[config.mk]
export PLATFORM = sky130hd
export DESIGN_NAME = dbg_sba_axi_bridge
export DESIGN_NICKNAME = d
export VERILOG_FILES = /design/src/rtl/dbg_sba_axi_bridge_pkg.sv /design/src/rtl/dbg_sba_axi_bridge.sv
export SDC_FILE = /design/constraint.sdc
export NUM_CORES = 1
export LEC_CHECK = 0
export BUFFER_PORTS_ARGS = -buffer_cell sky130_fd_sc_hd__buf_2
export CORE_AREA = 2 2 226 228
export DETAILED_ROUTE_END_ITERATION = 6
export DIE_AREA = 0 0 228 230
export PLACE_DENSITY = 0.51
export SLEW_MARGIN = 20
export SYNTH_ARGS = -nofsm -noshare
export SYNTH_HDL_FRONTEND = slang
export SYNTH_SLANG_ARGS = --single-unit
[constraint.sdc]
create_clock -name clk_i -period 2.9 [get_ports clk_i]
set_clock_uncertainty 0.05 [all_clocks]
set_input_delay 0.435 -clock clk_i [delete_from_list [all_inputs] [get_ports clk_i]]
set_output_delay 0.435 -clock clk_i [all_outputs]
set_load 0.05 [all_outputs]
[src/rtl/dbg_sba_axi_bridge_pkg.sv]
// Shared types for the debug SBA -> AXI4 bridge.
// Contents:
//  - AXI4 master request/response structs (64-bit address/data, 4-bit id)
//  - AXI response/burst/cache encodings
//  - Bridge FSM state enum
package dbg_sba_axi_bridge_pkg;

  localparam int unsigned AxiAddrWidth = 64;
  localparam int unsigned AxiDataWidth = 64;
  localparam int unsigned AxiIdWidth   = 4;
  localparam int unsigned AxiUserWidth = 1;

  localparam logic [1:0] RESP_OKAY   = 2'b00;
  localparam logic [1:0] RESP_EXOKAY = 2'b01;
  localparam logic [1:0] RESP_SLVERR = 2'b10;
  localparam logic [1:0] RESP_DECERR = 2'b11;

  localparam logic [1:0] BURST_INCR       = 2'b01;
  localparam logic [3:0] CACHE_MODIFIABLE = 4'b0010;

  typedef struct packed {
    logic [AxiIdWidth-1:0]   id;
    logic [AxiAddrWidth-1:0] addr;
    logic [7:0]              len;
    logic [2:0]              size;
    logic [1:0]              burst;
    logic                    lock;
    logic [3:0]              cache;
    logic [2:0]              prot;
    logic [3:0]              qos;
    logic [3:0]              region;
    logic [5:0]              atop;
    logic [AxiUserWidth-1:0] user;
  } axi_aw_t;

  typedef struct packed {
    logic [AxiDataWidth-1:0]   data;
    logic [AxiDataWidth/8-1:0] strb;
    logic                      last;
    logic [AxiUserWidth-1:0]   user;
  } axi_w_t;

  typedef struct packed {
    logic [AxiIdWidth-1:0]   id;
    logic [1:0]              resp;
    logic [AxiUserWidth-1:0] user;
  } axi_b_t;

  typedef struct packed {
    logic [AxiIdWidth-1:0]   id;
    logic [AxiAddrWidth-1:0] addr;
    logic [7:0]              len;
    logic [2:0]              size;
    logic [1:0]              burst;
    logic                    lock;
    logic [3:0]              cache;
    logic [2:0]              prot;
    logic [3:0]              qos;
    logic [3:0]              region;
    logic [AxiUserWidth-1:0] user;
  } axi_ar_t;

  typedef struct packed {
    logic [AxiIdWidth-1:0]   id;
    logic [AxiDataWidth-1:0] data;
    logic [1:0]              resp;
    logic                    last;
    logic [AxiUserWidth-1:0] user;
  } axi_r_t;

  typedef struct packed {
    axi_aw_t aw;
    logic    aw_valid;
    axi_w_t  w;
    logic    w_valid;
    logic    b_ready;
    axi_ar_t ar;
    logic    ar_valid;
    logic    r_ready;
  } axi_mst_req_t;

  typedef struct packed {
    logic   aw_ready;
    logic   ar_ready;
    logic   w_ready;
    logic   b_valid;
    axi_b_t b;
    logic   r_valid;
    axi_r_t r;
  } axi_mst_rsp_t;

  typedef enum logic [2:0] {
    IDLE, WR_ADDR, WR_RESP, RD_ADDR, RD_RESP, RESP, DRAIN
  } sba_state_e;

endpackage

[src/rtl/dbg_sba_axi_bridge.sv]
// Debug-module SBA memory port -> single-beat AXI4 master, one transaction
// outstanding, with a response watchdog so a hung slave cannot wedge the debugger.
// Ports:
//  clk_i, rst_ni            clock, async active-low reset
//  mem_req_i/addr/we/wdata/be  SBA request
//  mem_gnt_o                request accepted (combinational, IDLE only)
//  mem_rvalid_o/rdata/err   one-cycle response pulse; rdata/err hold until next response
//  axi_req_o / axi_rsp_i    AXI4 master channel
//  busy_o                   FSM not in IDLE
module dbg_sba_axi_bridge
  import dbg_sba_axi_bridge_pkg::*;
#(
  parameter int unsigned AddrWidth     = AxiAddrWidth,
  parameter int unsigned DataWidth     = AxiDataWidth,
  parameter int unsigned TimeoutCycles = 4096
) (
  input  logic                   clk_i,
  input  logic                   rst_ni,
  input  logic                   mem_req_i,
  input  logic [AddrWidth-1:0]   mem_addr_i,
  input  logic                   mem_we_i,
  input  logic [DataWidth-1:0]   mem_wdata_i,
  input  logic [DataWidth/8-1:0] mem_be_i,
  output logic                   mem_gnt_o,
  output logic                   mem_rvalid_o,
  output logic [DataWidth-1:0]   mem_rdata_o,
  output logic                   mem_err_o,
  output axi_mst_req_t           axi_req_o,
  input  axi_mst_rsp_t           axi_rsp_i,
  output logic                   busy_o
);

  localparam int unsigned StrbWidth  = DataWidth / 8;
  localparam logic [2:0]  SizeEnc    = 3'($clog2(StrbWidth));
  localparam int unsigned TimerWidth = (TimeoutCycles > 1) ? $clog2(TimeoutCycles) : 1;
  localparam logic [TimerWidth-1:0] TimerLast =
    (TimeoutCycles == 0) ? '0 : TimerWidth'(TimeoutCycles - 1);

  sba_state_e            state;
  logic [AddrWidth-1:0]  addr_q;
  logic [DataWidth-1:0]  wdata_q;
  logic [StrbWidth-1:0]  be_q;
  logic                  aw_valid_q, w_valid_q, ar_valid_q, b_ready_q, r_ready_q;
  logic                  owe_b_q, owe_r_q;
  logic                  rvalid_q, err_q;
  logic [DataWidth-1:0]  rdata_q;
  logic [TimerWidth-1:0] timer_q;

  logic aw_hs, w_hs, ar_hs, b_hs, r_hs;
  logic aw_left, w_left, ar_left;
  logic timeout, drain_done;

  assign aw_hs = aw_valid_q & axi_rsp_i.aw_ready;
  assign w_hs  = w_valid_q  & axi_rsp_i.w_ready;
  assign ar_hs = ar_valid_q & axi_rsp_i.ar_ready;
  assign b_hs  = b_ready_q  & axi_rsp_i.b_valid;
  assign r_hs  = r_ready_q  & axi_rsp_i.r_valid;

  // Address-phase handshakes still owed after the current cycle.
  assign aw_left = aw_valid_q & ~axi_rsp_i.aw_ready;
  assign w_left  = w_valid_q  & ~axi_rsp_i.w_ready;
  assign ar_left = ar_valid_q & ~axi_rsp_i.ar_ready;

  assign timeout    = (TimeoutCycles != 0) && (timer_q == TimerLast);
  assign drain_done = ~aw_left & ~w_left & ~ar_left
                    & ~(owe_b_q & ~b_hs) & ~(owe_r_q & ~r_hs);

  always_ff @(posedge clk_i or negedge rst_ni) begin
    if (!rst_ni) begin
      state      <= IDLE;
      addr_q     <= '0;
      wdata_q    <= '0;
      be_q       <= '0;
      aw_valid_q <= 1'b0;
      w_valid_q  <= 1'b0;
      ar_valid_q <= 1'b0;
      b_ready_q  <= 1'b0;
      r_ready_q  <= 1'b0;
      owe_b_q    <= 1'b0;
      owe_r_q    <= 1'b0;
      rvalid_q   <= 1'b0;
      err_q      <= 1'b0;
      rdata_q    <= '0;
      timer_q    <= '0;
    end else begin
      rvalid_q <= 1'b0;
      timer_q  <= '0;
      // Address/data valids drop on their own handshake in any state, so a
      // beat left pending by a timeout keeps its valid through RESP and DRAIN.
      if (aw_hs) aw_valid_q <= 1'b0;
      if (w_hs)  w_valid_q  <= 1'b0;
      if (ar_hs) ar_valid_q <= 1'b0;

      unique case (state)
        IDLE: begin
          if (mem_req_i) begin
            addr_q  <= mem_addr_i;
            wdata_q <= mem_wdata_i;
            be_q    <= mem_be_i;
            if (mem_we_i) begin
              state      <= WR_ADDR;
              aw_valid_q <= 1'b1;
              w_valid_q  <= 1'b1;
            end else begin
              state      <= RD_ADDR;
              ar_valid_q <= 1'b1;
            end
          end
        end
        WR_ADDR: begin
          if (!aw_left && !w_left) begin
            state     <= WR_RESP;
            b_ready_q <= 1'b1;
          end else if (timeout) begin
            state    <= RESP;
            owe_b_q  <= 1'b1;
            rvalid_q <= 1'b1;
            err_q    <= 1'b1;
            rdata_q  <= '0;
          end else begin
            timer_q <= timer_q + 1'b1;
          end
        end
        WR_RESP: begin
          if (b_hs || timeout) begin
            state     <= RESP;
            b_ready_q <= 1'b0;
            owe_b_q   <= ~b_hs;
            rvalid_q  <= 1'b1;
            err_q     <= ~b_hs | (axi_rsp_i.b.resp != RESP_OKAY);
            rdata_q   <= '0;
          end else begin
            timer_q <= timer_q + 1'b1;
          end
        end
        RD_ADDR: begin
          if (ar_hs) begin
            state     <= RD_RESP;
            r_ready_q <= 1'b1;
          end else if (timeout) begin
            state    <= RESP;
            owe_r_q  <= 1'b1;
            rvalid_q <= 1'b1;
            err_q    <= 1'b1;
            rdata_q  <= '0;
          end else begin
            timer_q <= timer_q + 1'b1;
          end
        end
        RD_RESP: begin
          if (r_hs || timeout) begin
            state     <= RESP;
            r_ready_q <= 1'b0;
            owe_r_q   <= ~r_hs;
            rvalid_q  <= 1'b1;
            err_q     <= ~r_hs | (axi_rsp_i.r.resp != RESP_OKAY);
            rdata_q   <= r_hs ? axi_rsp_i.r.data : '0;
          end else begin
            timer_q <= timer_q + 1'b1;
          end
        end
        RESP: begin
          // A timed-out transaction always owes a B or R beat.
          if (owe_b_q || owe_r_q) begin
            state     <= DRAIN;
            b_ready_q <= 1'b1;
            r_ready_q <= 1'b1;
          end else begin
            state <= IDLE;
          end
        end
        DRAIN: begin
          if (b_hs) owe_b_q <= 1'b0;
          if (r_hs) owe_r_q <= 1'b0;
          if (drain_done) begin
            state     <= IDLE;
            b_ready_q <= 1'b0;
            r_ready_q <= 1'b0;
          end
        end
        default: state <= IDLE;
      endcase
    end
  end

  assign mem_gnt_o    = (state == IDLE) & mem_req_i;
  assign mem_rvalid_o = rvalid_q;
  assign mem_rdata_o  = rdata_q;
  assign mem_err_o    = err_q;
  assign busy_o       = (state != IDLE);

  always_comb begin
    axi_req_o          = '0;
    axi_req_o.aw.addr  = addr_q;
    axi_req_o.aw.size  = SizeEnc;
    axi_req_o.aw.burst = BURST_INCR;
    axi_req_o.aw.cache = CACHE_MODIFIABLE;
    axi_req_o.aw_valid = aw_valid_q;
    axi_req_o.w.data   = wdata_q;
    axi_req_o.w.strb   = be_q;
    axi_req_o.w.last   = 1'b1;
    axi_req_o.w_valid  = w_valid_q;
    axi_req_o.b_ready  = b_ready_q;
    axi_req_o.ar.addr  = addr_q;
    axi_req_o.ar.size  = SizeEnc;
    axi_req_o.ar.burst = BURST_INCR;
    axi_req_o.ar.cache = CACHE_MODIFIABLE;
    axi_req_o.ar_valid = ar_valid_q;
    axi_req_o.r_ready  = r_ready_q;
  end

  logic unused_rsp;
  assign unused_rsp = ^{axi_rsp_i.b.id, axi_rsp_i.b.user, axi_rsp_i.r.id,
                        axi_rsp_i.r.last, axi_rsp_i.r.user};

endmodule

== Yosys cells after proc, flatten, opt, wreduce, memory -nomap -nowiden ==
Cells that the tools add are included.

* Register bits after elaboration: 224
* Bits in latches: 0
* RAM bits: 0
* ROM bits: 0
* Bits of input ports: 224
* Output and inout bits: 349
* Word-level logic and storage cells: 149
* Memories: 0

* Add/subtract/negate cells: 1
* Multipliers: 0
* Divide/modulo/power cells: 0
* Magnitude comparators: 0
* Equality and inequality tests: 20
* Shifts and indexed selects: 0
* Multiplexer cells: 64
* Bitwise operators: 27
* Reductions and logical operators: 22

{| class="wikitable"
|+ Operators by type and width
! kind !! number
|-
| $mux W64 || 6
|-
| $pmux W64 S4 || 1
|-
| $mux W12 || 5
|-
| $pmux W12 S4 || 1
|-
| $mux W1 || 35
|-
| $ne A2 B2 Y1 const B || 13
|-
| $reduce_and A5 Y1 || 5
|-
| $mux W3 || 8
|-
| $pmux W3 S7 || 1
|-
| $pmux W1 S4 || 4
|-
| $and A1 B1 Y1 || 15
|-
| $add A12 B1 Y12 const B || 1
|-
| $eq A12 B12 Y1 const B || 1
|-
| $reduce_bool A4 Y1 || 3
|-
| $not A1 Y1 || 10
|-
| $eq A3 B3 Y1 const B || 3
|-
| $reduce_bool A3 Y1 || 3
|-
| $eq A3 B2 Y1 const B || 2
|-
| $pmux W1 S3 || 2
|-
| $reduce_and A4 Y1 || 1
|-
| $reduce_bool A2 Y1 || 2
|-
| $eq A3 B1 Y1 const B || 1
|-
| $logic_not A3 Y1 || 1
|-
| $logic_or A1 B1 Y1 || 3
|-
| 5 further kinds || 7
|}

== Depth between registers and ports, before layout ==
* Depth in word-level cells: 9
* Gate-level depth with buffers: 8
* Gate-level depth less buffers: 6

== Worst setup path after synthesis ==
Ideal clock, no wire load.

* Path kind: register -> register
* From: reg timer_q[0]
* To: reg rdata_q[14] (netlist: mem_rdata_o[14])
* Library setup time: 121 ps
* Data arrival time: 1770 ps
* Required time: 2729 ps
* Setup slack: 959 ps
* Stages on the path, launching flop included: 9
* Buffers on the path: 2
* Period minus slack after synthesis: 1941 ps
* Cells stage by stage: dfrtp_1 > ha_1 > nand3_2 > nor4_4 > or2_1 > a21oi_1 > buf_6 > buf_6 > a22o_1

* Longest elaborated chain between the ends: 4
* Elaborated cells between the ends (all ways): 10
* Those cells by class: eq/ne (3); mux (4); reduce/logical (3)

{| class="wikitable"
|+ Ends and longest elaborated chain
! item !! line !! text
|-
| start: declaration || dbg_sba_axi_bridge.sv:47 || <nowiki>logic [TimerWidth-1:0] timer_q;</nowiki>
|-
| start signal: assignment || dbg_sba_axi_bridge.sv:121 || <nowiki>timer_q <= timer_q + 1'b1;</nowiki>
|-
| start signal: assignment || dbg_sba_axi_bridge.sv:133 || <nowiki>timer_q <= timer_q + 1'b1;</nowiki>
|-
| start signal: assignment || dbg_sba_axi_bridge.sv:147 || <nowiki>timer_q <= timer_q + 1'b1;</nowiki>
|-
| $eq A12 B12 Y1 (*) || dbg_sba_axi_bridge.sv:64 || <nowiki>assign timeout = (TimeoutCycles != 0) && (timer_q == TimerLast);</nowiki>
|-
| $mux W64 (tied with other cells) (2 in a row) || n/a ||
|-
| $pmux W64 S4 or $reduce_and A5 Y1 (tied branches) || n/a ||
|-
| end signal: assignment || dbg_sba_axi_bridge.sv:157 || <nowiki>rdata_q <= r_hs ? axi_rsp_i.r.data : '0;</nowiki>
|-
| end: declaration || dbg_sba_axi_bridge.sv:46 || <nowiki>logic [DataWidth-1:0] rdata_q;</nowiki>
|}

Every way passes the cells marked *; elsewhere a longest branch is shown, timed or not. The select of a mux whose other input is x is not followed.
A chain may end at the register's enable or synchronous reset.

== Worst setup path in the final report ==
* From: reg state[1]
* To: out mem_gnt_o

* Longest elaborated chain between the ends: 2

{| class="wikitable"
|+ Ends and longest elaborated chain
! item !! line !! text
|-
| start: declaration || dbg_sba_axi_bridge.sv:39 || <nowiki>sba_state_e state;</nowiki>
|-
| start signal: assignment || dbg_sba_axi_bridge.sv:70 || <nowiki>state <= IDLE;</nowiki>
|-
| start signal: assignment || dbg_sba_axi_bridge.sv:101 || <nowiki>state <= WR_ADDR;</nowiki>
|-
| start signal: assignment || dbg_sba_axi_bridge.sv:105 || <nowiki>state <= RD_ADDR;</nowiki>
|-
| $logic_not A3 Y1 || dbg_sba_axi_bridge.sv:186 || <nowiki>assign mem_gnt_o = (state == IDLE) & mem_req_i;</nowiki>
|-
| $and A1 B1 Y1 || dbg_sba_axi_bridge.sv:186 ||
|-
| end: declaration || dbg_sba_axi_bridge.sv:24 || <nowiki>output logic mem_gnt_o,</nowiki>
|}

Every way passes these cells.

==> results.md <==
* First-pass GRT wire length at 42700 um
* Slew Viols, Final at 0
* Post-synth ARST share at 100%
* Final Hold Vio Count at 0
* Global routing usage on met3 at 3.75%
* Startpoint types: flop
* Least-Margin Pin Slew at 546 ps
* CP endpoint: mem_gnt_o
* Io pins at 573
* Setup crit end kind: primary output
* Reg-to-reg startpoint: state[2]
* Status: complete, no violations
* Tmin final at 2680 ps
* Post-CTS Repair Setup Buffers at 0
* R2R Path End: mem_rdata_o[22]
* Area occupied by multi-input gates at 0.00315 mm2
* Crit Path Class: reg2out
* Vias in the first global route at 7382
* CTS Buf Count at 28
* Setup TNS Final at 0 ps
* CP max FO at 27
* RSZ-0062 raised after global routing: false
* P&R area growth vs syn at 34.8%
* Rows at 82
* Via count at 6990
* Gate count after technology mapping at 739
* R2R depth at 6
* DR vias/cell at 3.77
* Post-route ant nets at 0
* Number of flops mapped to enable cells by yosys at 0
* Initial antenna violation count at 0
* CTS sink count at 224
* Met1 Usage GRT at 11.6%
* Clock transition at path regs at 60 ps
* Detailed router's first-iteration violation count at 232
* Die W at 228 um
* Cell area after synthesis at 0.00979 mm2
* Yosys warning total at 0
* Reg area at 0.00561 mm2
* Fmax at 373 MHz
* Root buffer cell: clkbuf_16
* Total wire length at 28000 um
* # diodes at 0
* Worst skew pair latency at 560 ps
* Syn Area/Cell at 13.3 um2
* # setup viols final at 0
* Maxcap violations at 0
* Launch point of the worst path: state[1]
* IO buf count at 485
* Starting density of the core at 19.6%
* Register bit total from synthesis at 224
* Tot GR Track Use at 10.3%
* Fin nets at 1388
* Core Area at 0.0499 mm2
* Layer with the highest usage: met2
* Die Height at 230 um
* Period utilization at 92.4%
* DR DRC count at 0
* Synth top area share at 57.2%
* DP HPWL at 20800 um
* GR Util met2 at 18.0%
* Layout cells sized above 1 at 58.1%
* Post-synthesis sequential area ratio at 57.2%
* H-tree levels at 1
* TritonCTS clock tree: yes
* Top post-synthesis cells by area: dfrtp_1 (57%), mux2_2 (16%), buf_4 (11%)
* Routed len/inst at 15.1 um
* HP Class: in2reg
* Max-Slew Margin vs Limit at 63.2%
* Most used flip-flop cell after synthesis: dfrtp_1
* R2r setup slk at 620 ps
* CP required at 2410 ps
* Total Die Area at 0.0524 mm2
* Fillcell total at 5243
* Pre-antenna DRT Iters at 4
* Arrival time worst endpoint at 2190 ps
* GR Overflow Total at 0
* Post-synth cell types at 48
* CTS max path bufs at 3
* Largest net degree at the start of global routing at 73
* Area leader, netlist: dfrtp_1
* GPL Wtd Cong at 0.765
logic make-up (layout without fill, tap and decap cells):
kind of cell               Yosys count  in the layout  synth area share, %
DFF                                224            224                 57.2
buffers and inverters              190            560                 13.6
muxes                              137            137                 15.7
AOI/OAI and AO/OA                   98             98                 8.16
and+or+nand+nor                     77             77                 4.15
xor gates and xnor gates            10             10                0.894
other                                2             76               0.0767
adders and majority gates            1              1                0.128
Yosys cell counts (2+ instances only):
library cell,number
nor3_1,3
nor3b_1,2
nor2_1,25
o21ai_0,5
o311ai_0,3
and2_1,2
nand2_1,17
a22o_1,65
clkbuf_1,5
conb_1,2
dfrtp_1,224
or2_1,3
xor2_1,5
inv_1,9
xnor2_1,5
buf_4,145
buf_6,6
nand3_1,7
nor2b_1,7
mux2_2,136
o31ai_1,4
buf_2,25
nand2b_1,3
a21oi_1,7
repair_timing:
item,4_1_cts,5_1_grt
endpoints found under the hold margin,45,0
hold buffers,1,0
resized for setup,0,1
setup endpoints to repair,0,1
worst max-delay path, cell delays in order (launching register included):
cell and delay, ps:
dfrtp_1 540, nor3_1 300, nand2_1 170, inv_6 290
buf_2 340
final cells by class:
cell class / count / area share [%]
Inverter: 9 / 0.294
Multi-Input combinational cell: 399 / 23.9
Clock inverter: 8 / 0.824
Sequential cell: 224 / 42.5
Timing Repair Buffer: 501 / 20.0
Tap cell: 672 / 6.37
Clock buffer: 42 / 6.23
metrics by stage:
step | area, um2 | hold slack (ps) | utilization [%] | setup WS (ps) | cells
after floorplan | 10100 | 89.4 | - | 959 | 813
after global placement | 12300 | 336 | 24.6 | 611 | 1804
after detailed placement | 12300 | 335 | 24.6 | 600 | 1804
after CTS | 13200 | 7.91 | 26.5 | 63.1 | 1855
after global routing | 13200 | 5.52 | 26.5 | 64.8 | 1855
final | 13200 | 37.9 | 26.5 | 222 | 1855
registers in the layout, indices dropped and copies added, names as in the netlist, 3 cells and up:
register     cells
addr_q          64
mem_rdata_o     64
wdata_q         64
timer_q         12
be_q             8
state            3
cell usage in the layout (no fill, tap or decap), types with 2 or more instances in the layout:
| cell type | n |
|---|---|
| mux2_2 | 136 |
| dfrtp_1 | 223 |
| buf_2 | 484 |
| nand3_1 | 7 |
| o311ai_0 | 3 |
| nor2b_1 | 7 |
| conb_1 | 76 |
| o21ai_0 | 5 |
| o31ai_1 | 4 |
| clkbuf_16 | 28 |
| a22o_1 | 65 |
| clkinv_2 | 3 |
| clkbuf_8 | 7 |
| xor2_1 | 5 |
| nand2b_1 | 3 |
| a21oi_1 | 6 |
| and2_1 | 2 |
| nor2_1 | 24 |
| buf_12 | 6 |
| bufinv_16 | 2 |
| inv_6 | 2 |
| clkbuf_1 | 7 |
| or2_1 | 3 |
| xnor2_1 | 5 |
| buf_4 | 9 |
| inv_1 | 8 |
| nor3b_1 | 2 |
| nand2_1 | 17 |
| nor3_1 | 3 |
worst min path at each step:
stage | cells after the start | endpoint | start
2_1_floorplan | 0 | addr_q[0] | rst_ni
3_3_place_gp | 1 | addr_q[5] | rst_ni
3_5_place_dp | 1 | addr_q[5] | rst_ni
4_1_cts | 2 | mem_rdata_o[12] | axi_rsp_i[16]
5_1_grt | 2 | mem_rdata_o[3] | axi_rsp_i[7]
6_report | 2 | mem_rdata_o[2] | axi_rsp_i[6]
per-layer routing:
metal,wire length (um),part of all wire (%),vias to the layer above
li1,-,-,3207
met1,10400,37,3373
met2,13900,50,365
met3,2820,10,45
met4,852,3.0,0
met5,0,0,-
Power is not shown: default switching activity piles up to over one toggle a cycle in this logic, so the estimate is an artifact.
